$ cat src/rtl/trigger_framer_pkg.sv
// trigger_framer_pkg
//   Shared definitions for the trigger framer slice: the control state
//   encoding and the edge-slope selector constants.
package trigger_framer_pkg;

  typedef enum logic [1:0] {
    ST_IDLE    = 2'd0,
    ST_ARMED   = 2'd1,
    ST_CAPTURE = 2'd2
  } state_e;

  localparam logic SLOPE_RISING  = 1'b0;
  localparam logic SLOPE_FALLING = 1'b1;

endpackage

$ cat src/rtl/trigger_framer_if.sv
// trigger_framer_if
//   Valid/ready sample stream carrying captured frames towards the
//   display/host path.
//   data  : frame sample
//   valid : data is valid this cycle
//   ready : sink accepts this cycle
//   last  : final sample of the frame
//   master modport = framer side, slave modport = sink side.
interface trigger_framer_if #(
  parameter int DATA_W = 8
);

  logic [DATA_W-1:0] data;
  logic              valid;
  logic              ready;
  logic              last;

  modport master (
    output data,
    output valid,
    output last,
    input  ready
  );

  modport slave (
    input  data,
    input  valid,
    input  last,
    output ready
  );

endinterface

$ cat src/rtl/trigger_framer_edge_detect.sv
// trigger_framer_edge_detect
//   Combinational level-crossing test between the previous sample and the
//   current FIFO head. All compares are unsigned.
//   prev_valid : previous sample is meaningful and the head is present
//   prev       : previous sample p
//   head       : current head sample h
//   level      : trigger level
//   slope      : SLOPE_RISING or SLOPE_FALLING
//   hit        : crossing detected
module trigger_framer_edge_detect
  import trigger_framer_pkg::*;
#(
  parameter int DATA_W = 8
) (
  input  logic              prev_valid,
  input  logic [DATA_W-1:0] prev,
  input  logic [DATA_W-1:0] head,
  input  logic [DATA_W-1:0] level,
  input  logic              slope,
  output logic              hit
);

  always_comb begin
    hit = 1'b0;
    if (prev_valid) begin
      if (slope == SLOPE_RISING) begin
        hit = (prev < level) && (head >= level);
      end else begin
        hit = (prev > level) && (head <= level);
      end
    end
  end

endmodule

$ cat src/rtl/trigger_framer.sv
// trigger_framer
//   Drains ADC samples from a show-ahead FIFO, searches for an edge
//   crossing of a programmable level and forwards a frame of samples,
//   starting at the trigger sample, on a valid/ready stream.
//   clk_i        : FIFO read-side clock
//   rst_i        : synchronous active-high reset
//   fifo_empty_i : FIFO empty flag
//   fifo_data_i  : head-of-FIFO sample
//   fifo_inc_o   : pop request
//   arm_i        : start a trigger search (IDLE only)
//   force_i      : immediate trigger (ARMED only)
//   abort_i      : return to IDLE, highest priority
//   slope_i      : 0 rising, 1 falling
//   level_i      : trigger level
//   frame_len_i  : samples per frame, 0 treated as 1
//   out_if       : frame output stream (master)
//   busy_o       : ARMED or CAPTURE
//   triggered_o  : one-cycle pulse after entering CAPTURE
module trigger_framer
  import trigger_framer_pkg::*;
#(
  parameter int DATA_W = 8,
  parameter int LEN_W  = 10
) (
  input  logic              clk_i,
  input  logic              rst_i,
  input  logic              fifo_empty_i,
  input  logic [DATA_W-1:0] fifo_data_i,
  output logic              fifo_inc_o,
  input  logic              arm_i,
  input  logic              force_i,
  input  logic              abort_i,
  input  logic              slope_i,
  input  logic [DATA_W-1:0] level_i,
  input  logic [LEN_W-1:0]  frame_len_i,
  trigger_framer_if.master  out_if,
  output logic              busy_o,
  output logic              triggered_o
);

  state_e            state_q;
  logic              slope_q;
  logic [DATA_W-1:0] level_q;
  logic [LEN_W-1:0]  len_q;
  logic [LEN_W-1:0]  count_q;
  logic [DATA_W-1:0] prev_q;
  logic              prev_valid_q;
  logic              busy_q;
  logic              trig_q;

  logic hit;
  logic take_trigger;
  logic handshake;
  logic is_last;

  // The head only takes part in a crossing once a previous sample exists.
  trigger_framer_edge_detect #(
    .DATA_W(DATA_W)
  ) u_edge_detect (
    .prev_valid(prev_valid_q & ~fifo_empty_i),
    .prev      (prev_q),
    .head      (fifo_data_i),
    .level     (level_q),
    .slope     (slope_q),
    .hit       (hit)
  );

  assign take_trigger = (state_q == ST_ARMED) && (force_i || hit);
  assign handshake    = out_if.valid && out_if.ready;
  assign is_last      = (count_q == len_q - LEN_W'(1));

  // Stream and pop controls are combinational so capture passes samples
  // through with no added latency. Reset and abort suppress all of them so
  // no sample is consumed or presented while the block is being torn down.
  always_comb begin
    fifo_inc_o   = 1'b0;
    out_if.valid = 1'b0;
    out_if.last  = 1'b0;
    out_if.data  = '0;
    if (!rst_i && !abort_i) begin
      case (state_q)
        ST_ARMED: begin
          // Hold the trigger sample at the head so it opens the frame.
          fifo_inc_o = !fifo_empty_i && !take_trigger;
        end
        ST_CAPTURE: begin
          out_if.valid = !fifo_empty_i;
          out_if.last  = !fifo_empty_i && is_last;
          out_if.data  = fifo_data_i;
          fifo_inc_o   = !fifo_empty_i && out_if.ready;
        end
        default: begin
          fifo_inc_o = 1'b0;
        end
      endcase
    end
  end

  always_ff @(posedge clk_i) begin
    if (rst_i) begin
      state_q      <= ST_IDLE;
      slope_q      <= SLOPE_RISING;
      level_q      <= '0;
      len_q        <= LEN_W'(1);
      count_q      <= '0;
      prev_q       <= '0;
      prev_valid_q <= 1'b0;
      busy_q       <= 1'b0;
      trig_q       <= 1'b0;
    end else begin
      trig_q <= 1'b0;
      if (abort_i) begin
        state_q <= ST_IDLE;
        busy_q  <= 1'b0;
      end else begin
        case (state_q)
          ST_IDLE: begin
            if (arm_i) begin
              state_q      <= ST_ARMED;
              busy_q       <= 1'b1;
              slope_q      <= slope_i;
              level_q      <= level_i;
              len_q        <= (frame_len_i == '0) ? LEN_W'(1) : frame_len_i;
              prev_valid_q <= 1'b0;
            end
          end
          ST_ARMED: begin
            if (take_trigger) begin
              state_q <= ST_CAPTURE;
              count_q <= '0;
              trig_q  <= 1'b1;
            end else if (!fifo_empty_i) begin
              prev_q       <= fifo_data_i;
              prev_valid_q <= 1'b1;
            end
          end
          ST_CAPTURE: begin
            if (handshake) begin
              count_q <= count_q + LEN_W'(1);
              if (is_last) begin
                state_q <= ST_IDLE;
                busy_q  <= 1'b0;
              end
            end
          end
          default: begin
            state_q <= ST_IDLE;
            busy_q  <= 1'b0;
          end
        endcase
      end
    end
  end

  assign busy_o      = busy_q;
  assign triggered_o = trig_q;

endmodule
$ cat src/flat_wrapper.sv
// flat-port wrapper written by rule: the top's interface ports become plain ports
module trigger_framer_flat import trigger_framer_pkg::*;
#(
  parameter int DATA_W = 8,
  parameter int LEN_W  = 10
)
  (clk_i, rst_i, fifo_empty_i, fifo_data_i, fifo_inc_o, arm_i, force_i, abort_i, slope_i, level_i, frame_len_i, busy_o, triggered_o, out_if_data, out_if_valid, out_if_last, out_if_ready);
  trigger_framer_if #(.DATA_W(DATA_W)) out_if_i ();
  input  logic clk_i;
  input  logic rst_i;
  input  logic fifo_empty_i;
  input  logic [DATA_W-1:0] fifo_data_i;
  output logic fifo_inc_o;
  input  logic arm_i;
  input  logic force_i;
  input  logic abort_i;
  input  logic slope_i;
  input  logic [DATA_W-1:0] level_i;
  input  logic [LEN_W-1:0] frame_len_i;
  output logic busy_o;
  output logic triggered_o;
  output wire logic [$bits(out_if_i.data)-1:0] out_if_data;
  output wire logic [$bits(out_if_i.valid)-1:0] out_if_valid;
  output wire logic [$bits(out_if_i.last)-1:0] out_if_last;
  input wire logic [$bits(out_if_i.ready)-1:0] out_if_ready;
  assign out_if_data = out_if_i.data;
  assign out_if_valid = out_if_i.valid;
  assign out_if_last = out_if_i.last;
  assign out_if_i.ready = out_if_ready;
  trigger_framer #(.DATA_W(DATA_W), .LEN_W(LEN_W)) u_core (.clk_i(clk_i), .rst_i(rst_i), .fifo_empty_i(fifo_empty_i), .fifo_data_i(fifo_data_i), .fifo_inc_o(fifo_inc_o), .arm_i(arm_i), .force_i(force_i), .abort_i(abort_i), .slope_i(slope_i), .level_i(level_i), .frame_len_i(frame_len_i), .out_if(out_if_i), .busy_o(busy_o), .triggered_o(triggered_o));
endmodule
$ cat config.mk
export PLATFORM = sky130hd
export DESIGN_NAME = trigger_framer_flat
export DESIGN_NICKNAME = d
export VERILOG_FILES = /design/src/rtl/trigger_framer_pkg.sv /design/src/rtl/trigger_framer_if.sv /design/src/rtl/trigger_framer_edge_detect.sv /design/src/rtl/trigger_framer.sv /design/src/flat_wrapper.sv
export SDC_FILE = /design/constraint.sdc
export NUM_CORES = 1
export LEC_CHECK = 0
export ABC_AREA = 1
export CORE_AREA = 4 4 89 70
export CTS_BUF_LIST = sky130_fd_sc_hd__clkbuf_8
export CTS_CLUSTER_DIAMETER = 150
export DETAILED_ROUTE_END_ITERATION = 10
export DIE_AREA = 0 0 93 74
export PLACE_DENSITY_LB_ADDON = 0.1
export SYNTH_ARGS = -nofsm -noshare
export SYNTH_HDL_FRONTEND = slang
export SYNTH_SLANG_ARGS = --single-unit
$ cat constraint.sdc
create_clock -name clk_i -period 2.36 [get_ports clk_i]
set_input_delay 0.472 -clock clk_i [delete_from_list [all_inputs] [get_ports clk_i]]
set_output_delay 0.472 -clock clk_i [all_outputs]
set_load 0.1 [all_outputs]
Yosys cells after proc, flatten, opt, wreduce, memory -nomap -nowiden
Cells that the tools add are included.
W data, S select, Z words.
- multiply operators: 0
- add/subtract/negate cells: 2
- divide/modulo/power cells: 0
- reductions and logical operators: 25
- equality and inequality tests: 9
- shift-type cells: 0
- order comparisons: 4
- bitwise operators: 5
- multiplexer cells: 28
- operators with widths (kind ; number):
    $mux W10 ; 3
    $pmux W10 S2 ; 1
    $mux W8 ; 2
    $reduce_and A4 Y1 ; 4
    $mux W1 ; 14
    $add A10 B1 Y10 const B ; 1
    $eq A10 B10 Y1 ; 1
    $logic_not A10 Y1 ; 1
    $sub A10 B1 Y10 const B ; 1
    $ge A8 B8 Y1 ; 1
    $gt A8 B8 Y1 ; 1
    $le A8 B8 Y1 ; 1
    $logic_and A1 B1 Y1 ; 8
    $lt A8 B8 Y1 ; 1
    $mux W2 ; 4
    $ne A2 B1 Y1 const B ; 3
    $ne A2 B2 Y1 const B ; 3
    $pmux W2 S3 ; 1
    $reduce_and A5 Y1 ; 1
    $logic_not A1 Y1 ; 4
    $not A1 Y1 ; 4
    $pmux W1 S2 ; 2
    $reduce_bool A2 Y1 ; 2
    $pmux W1 S3 ; 1
    other kinds (8) ; 8
- memory bits (writable): 0
- memories kept: 0
- output and inout port bits: 13
- bits in latches: 0
- memory bits (read-only): 0
- register bits after elaboration: 42
- logic and storage cells: 82
- bits of input ports: 34

Longest topological paths before layout
- depth in word-level cells: 10
- gate-level depth with buffers: 20
- depth with buffers taken out: 19

By module
Synthesis repeated with hierarchy kept, for this count alone.
- cells, all modules: 410
- area, all modules: 2715.1 µm²
- modules (own cells, without submodules) (module ; cells each ; times used ; sequential area each (µm²) ; area each (µm²)):
    trigger_framer ; 331 ; 1 ; 840.8 ; 2238.4
    trigger_framer_edge_detect ; 79 ; 1 ; 0.0 ; 476.7

Least setup slack after synthesis
Ideal clock, no wire load.
- path type: input to output
- start: in rst_i
- end: out out_if_last
- required time: 1.888 ns
- data arrival time: 5.180 ns
- path buffers: 1
- stages on the path: 6
- path slack: -3.292 ns
- cells stage by stage: buf_2 -> nor2_4 -> inv_2 -> nor3_2 -> inv_1 -> nor4_1
- cells in the longest elaborated chain, start to end: 3
- RTL lines (element ; line ; RTL):
    start: declaration ; flat_wrapper.sv:10 ; input logic rst_i;
    $logic_not A1 Y1 ; trigger_framer.sv:80 ; if (!rst_i && !abort_i) begin
    $logic_and A1 B1 Y1 ; trigger_framer.sv:80 ;
    $mux W1 ; trigger_framer.sv:80 ;
    end: declaration ; flat_wrapper.sv:24 ; output wire logic [$bits(out_if_i.last)-1:0] out_if_last;
No other way between the ends.

Final worst setup path
- start: reg u_core.len_q[1]
- end: out out_if_last
- cells in the longest elaborated chain, start to end: 5
- RTL lines (element ; line ; RTL):
    start: declaration ; trigger_framer.sv:44 ; logic [LEN_W-1:0] len_q;
    start signal: assignment ; trigger_framer.sv:123 ; len_q <= (frame_len_i == '0) ? LEN_W'(1) : frame_len_i;
    $sub A10 B1 Y10 ; trigger_framer.sv:70 ; assign is_last = (count_q == len_q - LEN_W'(1));
    $eq A10 B10 Y1 ; trigger_framer.sv:70 ;
    $logic_and A1 B1 Y1 ; trigger_framer.sv:88 ; out_if.last = !fifo_empty_i && is_last;
    $mux W1 ; trigger_framer.sv:81 ; case (state_q)
    $mux W1 ; trigger_framer.sv:80 ;
No other way between the ends.

==> results.json <==
{
  "outcome": "complete, but fails checks",
  "violations": "negative setup slack",
  "synthArstFlopShare_pct": 0,
  "p_sw_share_pct": 36.3,
  "pwr-share-clk_pct": 23.3,
  "dieHeight_um": 74,
  "min_from": "fifo_data_i[3]",
  "clock_path_buffers": 2,
  "final-hold-violation-count": 0,
  "maxCapViolations": 0,
  "start_util_pct": 55.4,
  "remaining_drc_errors": 0,
  "cp-startpoint": "u_core.len_q[1]",
  "dpl.cell_count": 608,
  "tightest_slew_ns": 0.627,
  "fin_util_pct": 79.1,
  "r2r_start": "u_core.level_q[7]",
  "period_needed_ns": 2.59,
  "rsz0062_at_grt": "true",
  "post-dp-hpwl_um": 6050,
  "die_area_mm2": 0.00688,
  "combPwrFrac_pct": 37.5,
  "intPower_mw": 1.33,
  "die_x_um": 93,
  "drv_slew": 0,
  "synth_seq_cells": 42,
  "grt_overflow": 0,
  "cts_sinks": 42,
  "crit_path_frequent_cell": "nand3_1",
  "drtIter0Drc": 170,
  "place.gp.congestion": 0.859,
  "synth.top_cells.by_count": "nand2_1, nor2_1, inv_1, dfxtp_1, nand3_1",
  "power_density_mw_per_mm2": 496,
  "antenna_found_initial": 0,
  "ys_types": 34,
  "yosysMostFrequentCell": "nand2_1",
  "grt_max_degree": 33,
  "yosysSeqAreaShare_pct": 28.7,
  "synth_nets": 523,
  "grt_pass1_vias": 3116,
  "fp-row-count": 23,
  "h-tree-depth": 2,
  "synth_edf_count": 0,
  "drive_gt1_share_pct": 24.5,
  "yosys.area.top_type": "dfxtp_1",
  "p_leak_nw": 1.89,
  "first_pass_iters": 5,
  "area_growth_pct": 42.8,
  "drt_wl_total_um": 8380,
  "finalCritPeriodShare_pct": 110,
  "clk_pin_slew_ns": 0.08,
  "root_buffer": "clkbuf_8",
  "fin_cells": 617,
  "power_frac_seq_pct": 39.2,
  "synthTopCellsByArea": "dfxtp_1, nand2_1, nor2_1",
  "io_buffers": 46,
  "synth_area_mm2": 0.00293,
  "num_vias": 3181,
  "io-pin-count": 47,
  "switching_power_mw": 0.755,
  "critical_path_class": "flop to output port",
  "synth_top_area_share_pct": 28.7,
  "cp.arrival_ns": 2.12,
  "min_path_type": "primary input to flop",
  "synthFlopType": "dfxtp_1",
  "peakVddDrop_v": 0.000270,
  "core_mm2": 0.00530,
  "insertion_delay_ns": 0.29,
  "critical_path.max_stage_delay_ns": 0.35,
  "synthCells": 468,
  "finalNetCount": 596,
  "ctsHoldBuffers": 0,
  "cp_cell_sequence": "inv_2 > ha_4 > xnor2_1 > nor2_1 > nand3_1 > a31oi_1 > nand3_1 > nand3b_1 > nor4_4 > buf_12",
  "start_kind": "flop",
  "p_total_mw": 2.08,
  "max_freq_mhz": 386,
  "synth_area_per_cell_um2": 6.27,
  "fin_ws_ns": -0.233,
  "cts_tree": "done",
  "wl_per_cell_um": 13.6,
  "grt_usage_pct": 25.5,
  "setup_viol": 2,
  "grt_pass1_wl_um": 13900,
  "critPathSlowestCell": "dfxtp_2",
  "max_slew_margin_pct": 57.1,
  "skew_ns": 0.00328,
  "crit_fanout": 2,
  "antenna-diode-count": 0,
  "worstPathRequired_ns": 1.89,
  "end_kind": "output port",
  "ant_nets": 0,
  "cts_buffers": 5,
  "via_per_inst": 5.16,
  "yosysWarnings": 0
}
==> worst max-delay path: cells and delay by family, from the launching register on <==
family	cells	cell delay (ns)
AND/OR/NAND/NOR	5	0.71
flip-flops	1	0.35
buffers and inverters	2	0.26
adder cells (fa/ha/maj)	1	0.23
AO/OA/AOI/OAI	1	0.16
XOR/XNOR	1	0.11
==> cell type report <==
type                            instances  area, um^2
Clock inverter                          2        8.76
Multi-Input combinational cell        341        2040
Fill cell                             395        1100
Timing Repair Buffer                   78         825
Inverter                               73         284
Clock buffer                            6        82.6
Tap cell                               75        93.8
Sequential cell                        42         852
==> kinds of logic after synthesis <==
kind of cell | share of synthesized area, %
buffers and inverters | 11.3
and+or+nand+nor | 38.5
adders and majority gates | 8.96
AOI/OAI and AO/OA | 10.8
DFF | 28.7
xor gates and xnor gates | 1.79
==> state kept, by name, summed over array words and instances, names as in the netlist <==
name	flops
u_core.len_q	10
u_core.slope_q	1
u_core.busy_o	1
u_core.triggered_o	1
u_core.prev_valid_q	1
u_core.state_q	2
u_core.prev_q	8
u_core.count_q	10
u_core.level_q	8
==> routing by layer <==
| metal | up-vias | GRT usage [%] | routed length [um] |
|---|---|---|---|
| met1 | 1423 | 33.2 | 3950 |
| met4 | 0 | 7.32 | 167 |
| met5 | - | 0 | 0 |
| li1 | 1623 | - | - |
| met3 | 17 | 4.35 | 559 |
| met2 | 118 | 44.0 | 3710 |
==> path summary, 6_finish.rpt <==
kind                           end  slack [ns]  cells past startpoint
setup reg to reg  u_core.prev_q[7]        0.21                     16
setup / recovery       out_if_last       -0.23                     10
hold / removal    u_core.prev_q[3]        0.49                      3
hold reg to reg     u_core.slope_q        0.49                      2
==> stage by stage <==
step / hold WS, ns / setup WS, ns / TNS (ns) / cell area [um^2]
floorplan: 0.444 / -0.877 / -5.67 / 2990
global placement: 0.459 / -0.546 / -4.95 / 3830
detailed placement: 0.464 / -0.634 / -7.37 / 3830
CTS: 0.477 / -0.205 / -0.408 / 4160
global route: 0.493 / -0.367 / -0.709 / 4190
finish: 0.488 / -0.233 / -0.438 / 4190
==> power by group through the flow <==
| stage | Combinational (mW) | Sequential, mW | Clock (mW) |
|---|---|---|---|
| after CTS | 0.753 | 0.813 | 0.493 |
| after detailed placement | 0.691 | 0.821 | 0 |
| after global routing | 0.863 | 0.822 | 0.528 |
| after global placement | 0.668 | 0.819 | 0 |
| after floorplan | 0.455 | 0.824 | 0 |
| final | 0.779 | 0.815 | 0.485 |
==> cells in the final DEF, fill, tap and decap left out, types with 3 or more instances in the layout <==
cell type and n:
a211oi_1 6, a21oi_1 17, a21oi_2 3, buf_12 13, buf_4 32, clkbuf_8 6
clkdlybuf4s15_1 3, clkdlybuf4s50_1 24, dfxtp_1 33, dfxtp_2 9, ha_1 7, ha_4 13
inv_1 59, inv_2 10, inv_4 4, nand2_1 109, nand2_2 13, nand3_1 36
nand3_2 3, nand3b_1 3, nand4_1 4, nor2_1 69, nor2_2 6, nor2_4 5
nor3_4 3, o21ai_0 19, xnor2_1 4
==> timing repair <==
action,CTS,global route
buffers inserted,1,0
resized for setup,68,11
setup endpoints to repair,12,5
pin swaps,33,7
Note: power is estimated with default switching activity, not from simulation.
==> RTL edit 1, RTL diff (same flow settings) <==
Encoding of `state_e`: now one-hot (3 bits for 3 states).
--- a/src/rtl/trigger_framer_pkg.sv
+++ b/src/rtl/trigger_framer_pkg.sv
@@ -4,8 +4,8 @@
 package trigger_framer_pkg;
 
-  typedef enum logic [1:0] {
-    ST_IDLE    = 2'd0,
-    ST_ARMED   = 2'd1,
-    ST_CAPTURE = 2'd2
+  typedef enum logic [2:0] {
+    ST_IDLE    = 3'b001,
+    ST_ARMED   = 3'b010,
+    ST_CAPTURE = 3'b100
   } state_e;
 
Formal check against the unedited RTL: same outputs for any inputs over 4 cycles, from zero or initial values and one cycle with rst_i high; so few cycles prove little.
==> RTL edit 1 against the original RTL <==
The run still ends with negative setup slack left. Worst hold slack lost 0.020 ns. Combinational power fell by 31%. Sequential cell count increased by 1. Total power shrank 2.9%. Cell area is 3.9% higher. Utilization grew 3.1 points. Synthesized area decreased by 2.3%. Wire length is 8.6% higher. Setup slack worse by 0.11 ns. Critical endpoint is now fifo_inc_o. Largest power group unchanged.
==> RTL edit 1: results (changes against the original RTL) <==
Outcome
  – Outcome: finished with violations (unchanged)
  – Failing checks: negative setup slack (unchanged)

STA
  – Setup tns final: -3.29 ns (was -0.438 ns)
  – Worst Clk Skew: 0.00758 ns (was 0.00328 ns)
  – Final setup vio count: 14 (was 2)
  – Tightest Pin Transition: 0.513 ns (was 0.627 ns)
  – Final worst slack: -0.344 ns (was -0.233 ns)

Synthesis
  – Synth Area in XOR/XNOR: 5.85% (was 1.79%)
  – Main area contributors after synthesis: dfxtp_1 (30%), nand2_1 (11%), inv_1 (8.6%), nor2_1 (8.5%), ha_1 (7.9%) (was dfxtp_1 (29%), nand2_1 (15%), nor2_1 (9.3%), inv_1 (9.1%), ha_1 (9.0%))
  – Adder-cell share of the synthesized area: 7.86% (was 8.96%)
  – Sequential area share after synthesis: 30.0% (was 28.7%)
  – Compound-Gate Fraction of Synth Area: 10.3% (was 10.8%)
  – Post-Synthesis Cells: 426 (was 468)
  – Mapped Nets: 478 (was 523)
  – Top cells by count, synth: nand2_1 (85), inv_1 (66), nor2_1 (65), dfxtp_1 (43), a21oi_1 (27) (was nand2_1 (116), nor2_1 (73), inv_1 (71), dfxtp_1 (42), nand3_1 (38))
  – Distinct cell type count of the synthesized netlist: 37 (was 34)

GRT
  – Largest net degree at the start of global routing: 16 (was 33)
  – GRT Total Usage: 25.8% (was 25.5%)
  – Vias in the first global route: 3,032 (was 3,116)
  – First-pass GRT wire length: 14,100 µm (was 13,900 µm)

Layout
  – Fill cells: 353 (was 395)
  – Share of layout cells above drive strength 1: 29.6% (was 24.5%)
  – Non-Filler Instances: 582 (was 617)

Clock tree
  – CTS H-tree depth: 2 (unchanged)
  – CTS Hold Bufs: 0 (unchanged)
  – Clk_lat worst skew: 0.31 ns (was 0.29 ns)

Setup path
  – Crit-path max FO: 3 (was 2)
  – Critical Path AT: 2.23 ns (was 2.12 ns)

Detailed routing
  – Routed wire length: 9100 µm (was 8380 µm)
  – DR pass1 iterations: 5 (unchanged)
  – Vias/cell: 5.55 (was 5.16)
  – Iteration-0 DRC Markers: 248 (was 170)

Placement
  – Post-DP Area: 0.00389 mm² (was 0.00383 mm²)
  – Final GP Congestion: 0.896 (was 0.859)
  – DP Worst Slack: -0.493 ns (was -0.634 ns)
  – Inst Count DP: 562 (was 608)

Power and ir drop
  – Leakage: 1.85 nW (was 1.89 nW)
  – Max VDD drop: 0.360 mV (was 0.270 mV)

Min path
  – Worst hold path class: register to register (was primary input to register)
[RTL edit 1: changes by cell type after synthesis, moves of 5 or more]
cell     unedited run  this run
nand2_1           116        85
nand3_1            38         9
nand4_1             4        24
nor2_1             73        65
nor3_1              4        12
a21oi_1            21        27
inv_1              71        66
nand2_2             6         1
xor2_1              2         7
[RTL edit 1: area by class of cell]
cell class                      instances  area [µm²]  area share (%)
Clock buffer                            5        68.8            1.58
Tap cell                               75        93.8            2.15
Inverter                               70         275            6.32
Sequential cell                        43         872            20.0
Clock inverter                          3        63.8            1.47
Timing Repair Buffer                   86         875            20.1
Multi-Input combinational cell        300        2110            48.4
[RTL edit 1: worst paths after layout]
kind | start | end | slack (ns) | cells past startpoint
worst min register to register | u_core.prev_valid_q | u_core.prev_valid_q | 0.47 | 2
worst max-delay path | u_core.level_q[1] | fifo_inc_o | -0.34 | 16
worst max register to register | u_core.level_q[1] | u_core.count_q[0] | -0.27 | 22
worst min-delay path | u_core.prev_valid_q | u_core.prev_valid_q | 0.47 | 2
[RTL edit 1: logic make-up (layout without fill, tap and decap cells)]
kind of cell	after synthesis	after routing
xor gates and xnor gates	16	16
DFF	43	43
buffers and inverters	84	164
and+or+nand+nor	212	213
AOI/OAI and AO/OA	53	53
adders and majority gates	18	18
[RTL edit 1: repair_timing]
action / CTS / global route
resized for setup: 46 / 30
endpoints found under the setup margin: 11 / 25
pin swaps: 9 / 24
gates cloned: 0 / 1
buffers inserted: 8 / 5
[RTL edit 1: routing by layer]
| metal | GRT usage (%) | vias up | wire length [µm] |
|---|---|---|---|
| met2 | 42.5 | 154 | 4200 |
| met4 | 8.46 | 0 | 226 |
| met5 | 0 | - | 0 |
| li1 | - | 1536 | - |
| met1 | 35.3 | 1514 | 3900 |
| met3 | 3.94 | 27 | 781 |
[RTL edit 1: worst max-delay path: cells and delay by family, from the launching register on]
family | cells | cell delay, ns
DFF | 1 | 0.34
adders and majority gates | 1 | 0.27
AOI/OAI and AO/OA | 1 | 0.14
buffers and inverters | 2 | 0.24
and+or+nand+nor | 12 | 0.91
[RTL edit 1: power by group]
part / total, mW / switching (mW) / internal, mW
Sequential: 0.786 / 0.0272 / 0.759
Combinational: 0.541 / 0.299 / 0.242
Clock: 0.693 / 0.274 / 0.419
==> RTL edit 2, RTL diff (config.mk and constraints unchanged) <==
Without the edit above. `DATA_W` is set to 8 in 4 places; all go to 9.
--- a/src/rtl/trigger_framer_if.sv
+++ b/src/rtl/trigger_framer_if.sv
@@ -8,5 +8,5 @@
 //   master modport = framer side, slave modport = sink side.
 interface trigger_framer_if #(
-  parameter int DATA_W = 8
+  parameter int DATA_W = 9
 );
 
--- a/src/rtl/trigger_framer_edge_detect.sv
+++ b/src/rtl/trigger_framer_edge_detect.sv
@@ -11,5 +11,5 @@
   import trigger_framer_pkg::*;
 #(
-  parameter int DATA_W = 8
+  parameter int DATA_W = 9
 ) (
   input  logic              prev_valid,
--- a/src/rtl/trigger_framer.sv
+++ b/src/rtl/trigger_framer.sv
@@ -20,5 +20,5 @@
   import trigger_framer_pkg::*;
 #(
-  parameter int DATA_W = 8,
+  parameter int DATA_W = 9,
   parameter int LEN_W  = 10
 ) (
--- a/src/flat_wrapper.sv
+++ b/src/flat_wrapper.sv
@@ -2,5 +2,5 @@
 module trigger_framer_flat import trigger_framer_pkg::*;
 #(
-  parameter int DATA_W = 8,
+  parameter int DATA_W = 9,
   parameter int LEN_W  = 10
 )
Interface: changed (resized fifo_data_i, level_i and out_if_data); port bits go from 47 to 50. No check against the original RTL was run, so the function may have changed too.
==> RTL edit 2 against the original RTL <==
The run still ends with negative setup slack left. Clock power rose by 19%. Cell area rose by 5.2%. Global-route usage rose by 2.6 points. Non-clock buffer count fell by 1. Wire length rose by 16%. Critical path depth rose by 7. Sequential cell count rose by 2. Total power rose by 8.4%. Synthesized area rose by 5.7%. Setup slack got worse by 0.23 ns. Synthesized cell count rose by 7.9%. Critical path type is now primary input to output pin. Critical endpoint is now fifo_inc_o. Largest power group unchanged.
==> RTL edit 2: results (changes against the original RTL) <==
Outcome
  – Outcome: finished with violations (unchanged)
  – Failing checks: negative setup slack (unchanged)

Setup path
  – Worst r2r src: u_core.level_q[5] (was u_core.level_q[7])
  – Max incr delay on CP: 0.31 ns (was 0.35 ns)
  – R2R setup slack: 0.03 ns (was 0.21 ns)
  – Critical Path Start: fifo_data_i[3] (was u_core.len_q[1])
  – Critical path's slowest cell: ha_1 (was dfxtp_2)
  – Reg-to-Reg End: u_core.prev_q[3] (was u_core.prev_q[7])
  – Critical Path AT: 2.35 ns (was 2.12 ns)

STA
  – Slew Limit Headroom: 40.3% (was 57.1%)
  – Final setup vio count: 11 (was 2)
  – Worst Clk Skew: 0.0130 ns (was 0.00328 ns)
  – Setup tns final: -1.57 ns (was -0.438 ns)
  – Final worst slack: -0.460 ns (was -0.233 ns)

Detailed routing
  – DR WL/cell: 14.9 µm (was 13.6 µm)
  – Iteration-0 DRC Markers: 295 (was 170)
  – Vias/cell: 5.46 (was 5.16)
  – Via Count: 3,580 (was 3,181)

Min path
  – Worst hold path class: register to register (was primary input to register)
  – Worst hold endpoint: u_core.slope_q (was u_core.prev_q[3])

Synthesis
  – Sequential area share after synthesis: 28.4% (was 28.7%)
  – Adder-cell share of the synthesized area: 9.28% (was 8.96%)
  – Mapped Nets: 564 (was 523)
  – Synth Area in XOR/XNOR: 1.13% (was 1.79%)
  – Distinct cell type count of the synthesized netlist: 31 (was 34)
  – Top cells by count, synth: nand2_1 (121), nor2_1 (91), inv_1 (82), dfxtp_1 (44), nand3_1 (40) (was nand2_1 (116), nor2_1 (73), inv_1 (71), dfxtp_1 (42), nand3_1 (38))
  – Compound-Gate Fraction of Synth Area: 9.72% (was 10.8%)
  – Main area contributors after synthesis: dfxtp_1 (28%), nand2_1 (15%), nor2_1 (11%), inv_1 (9.9%), ha_1 (9.3%) (was dfxtp_1 (29%), nand2_1 (15%), nor2_1 (9.3%), inv_1 (9.1%), ha_1 (9.0%))

GRT
  – GRT Total Usage: 28.1% (was 25.5%)
  – Largest net degree at the start of global routing: 34 (was 33)

Layout
  – Final Net Count: 641 (was 596)
  – Fill cells: 348 (was 395)
  – Share of layout cells above drive strength 1: 22.9% (was 24.5%)

Clock tree
  – Post-CTS Setup Bufs: 4 (was 1)

Placement
  – IO buf count: 49 (was 46)
  – Final GP Congestion: 0.860 (was 0.859)
  – DP HPWL: 6080 µm (was 6050 µm)

Power and ir drop
  – Combinational power: 0.827 mW (was 0.779 mW)
  – Total internal power: 1.44 mW (was 1.33 mW)
  – Max VDD drop: 0.373 mV (was 0.270 mV)
  – Flop pwr share: 37.8% (was 39.2%)
-- RTL edit 2: cell count changes in the layout (fill, tap and decap cells not counted), moves of 5 or more --
cell	change
inv_1	+12
dlygate4sd2_1	+8
a21oi_1	+6
nand3_2	+5
nor2_1	+14
-- RTL edit 2: worst min-delay path, cell delays in order, from the launching register on --
cell     delay, ns
dfxtp_1       0.32
inv_1         0.07
a21oi_1       0.06
-- RTL edit 2: layout make-up --
class / instances / area, µm² / share of cell area (%)
multi-input combinational: 368 / 2180 / 49.4
timing repair buffer: 77 / 821 / 18.6
clock inverter: 1 / 30.0 / 0.681
tap: 75 / 93.8 / 2.13
sequential: 44 / 890 / 20.2
clock buffer: 5 / 68.8 / 1.56
inverter: 86 / 328 / 7.44
-- RTL edit 2: metal layers --
metal  vias up  wire, µm  GRT usage, %
met5         -         0             0
met4         0       195          7.80
met3        31       871          4.85
met2       179      4520          48.6
met1      1629      4160          36.7
li1       1741         -             -
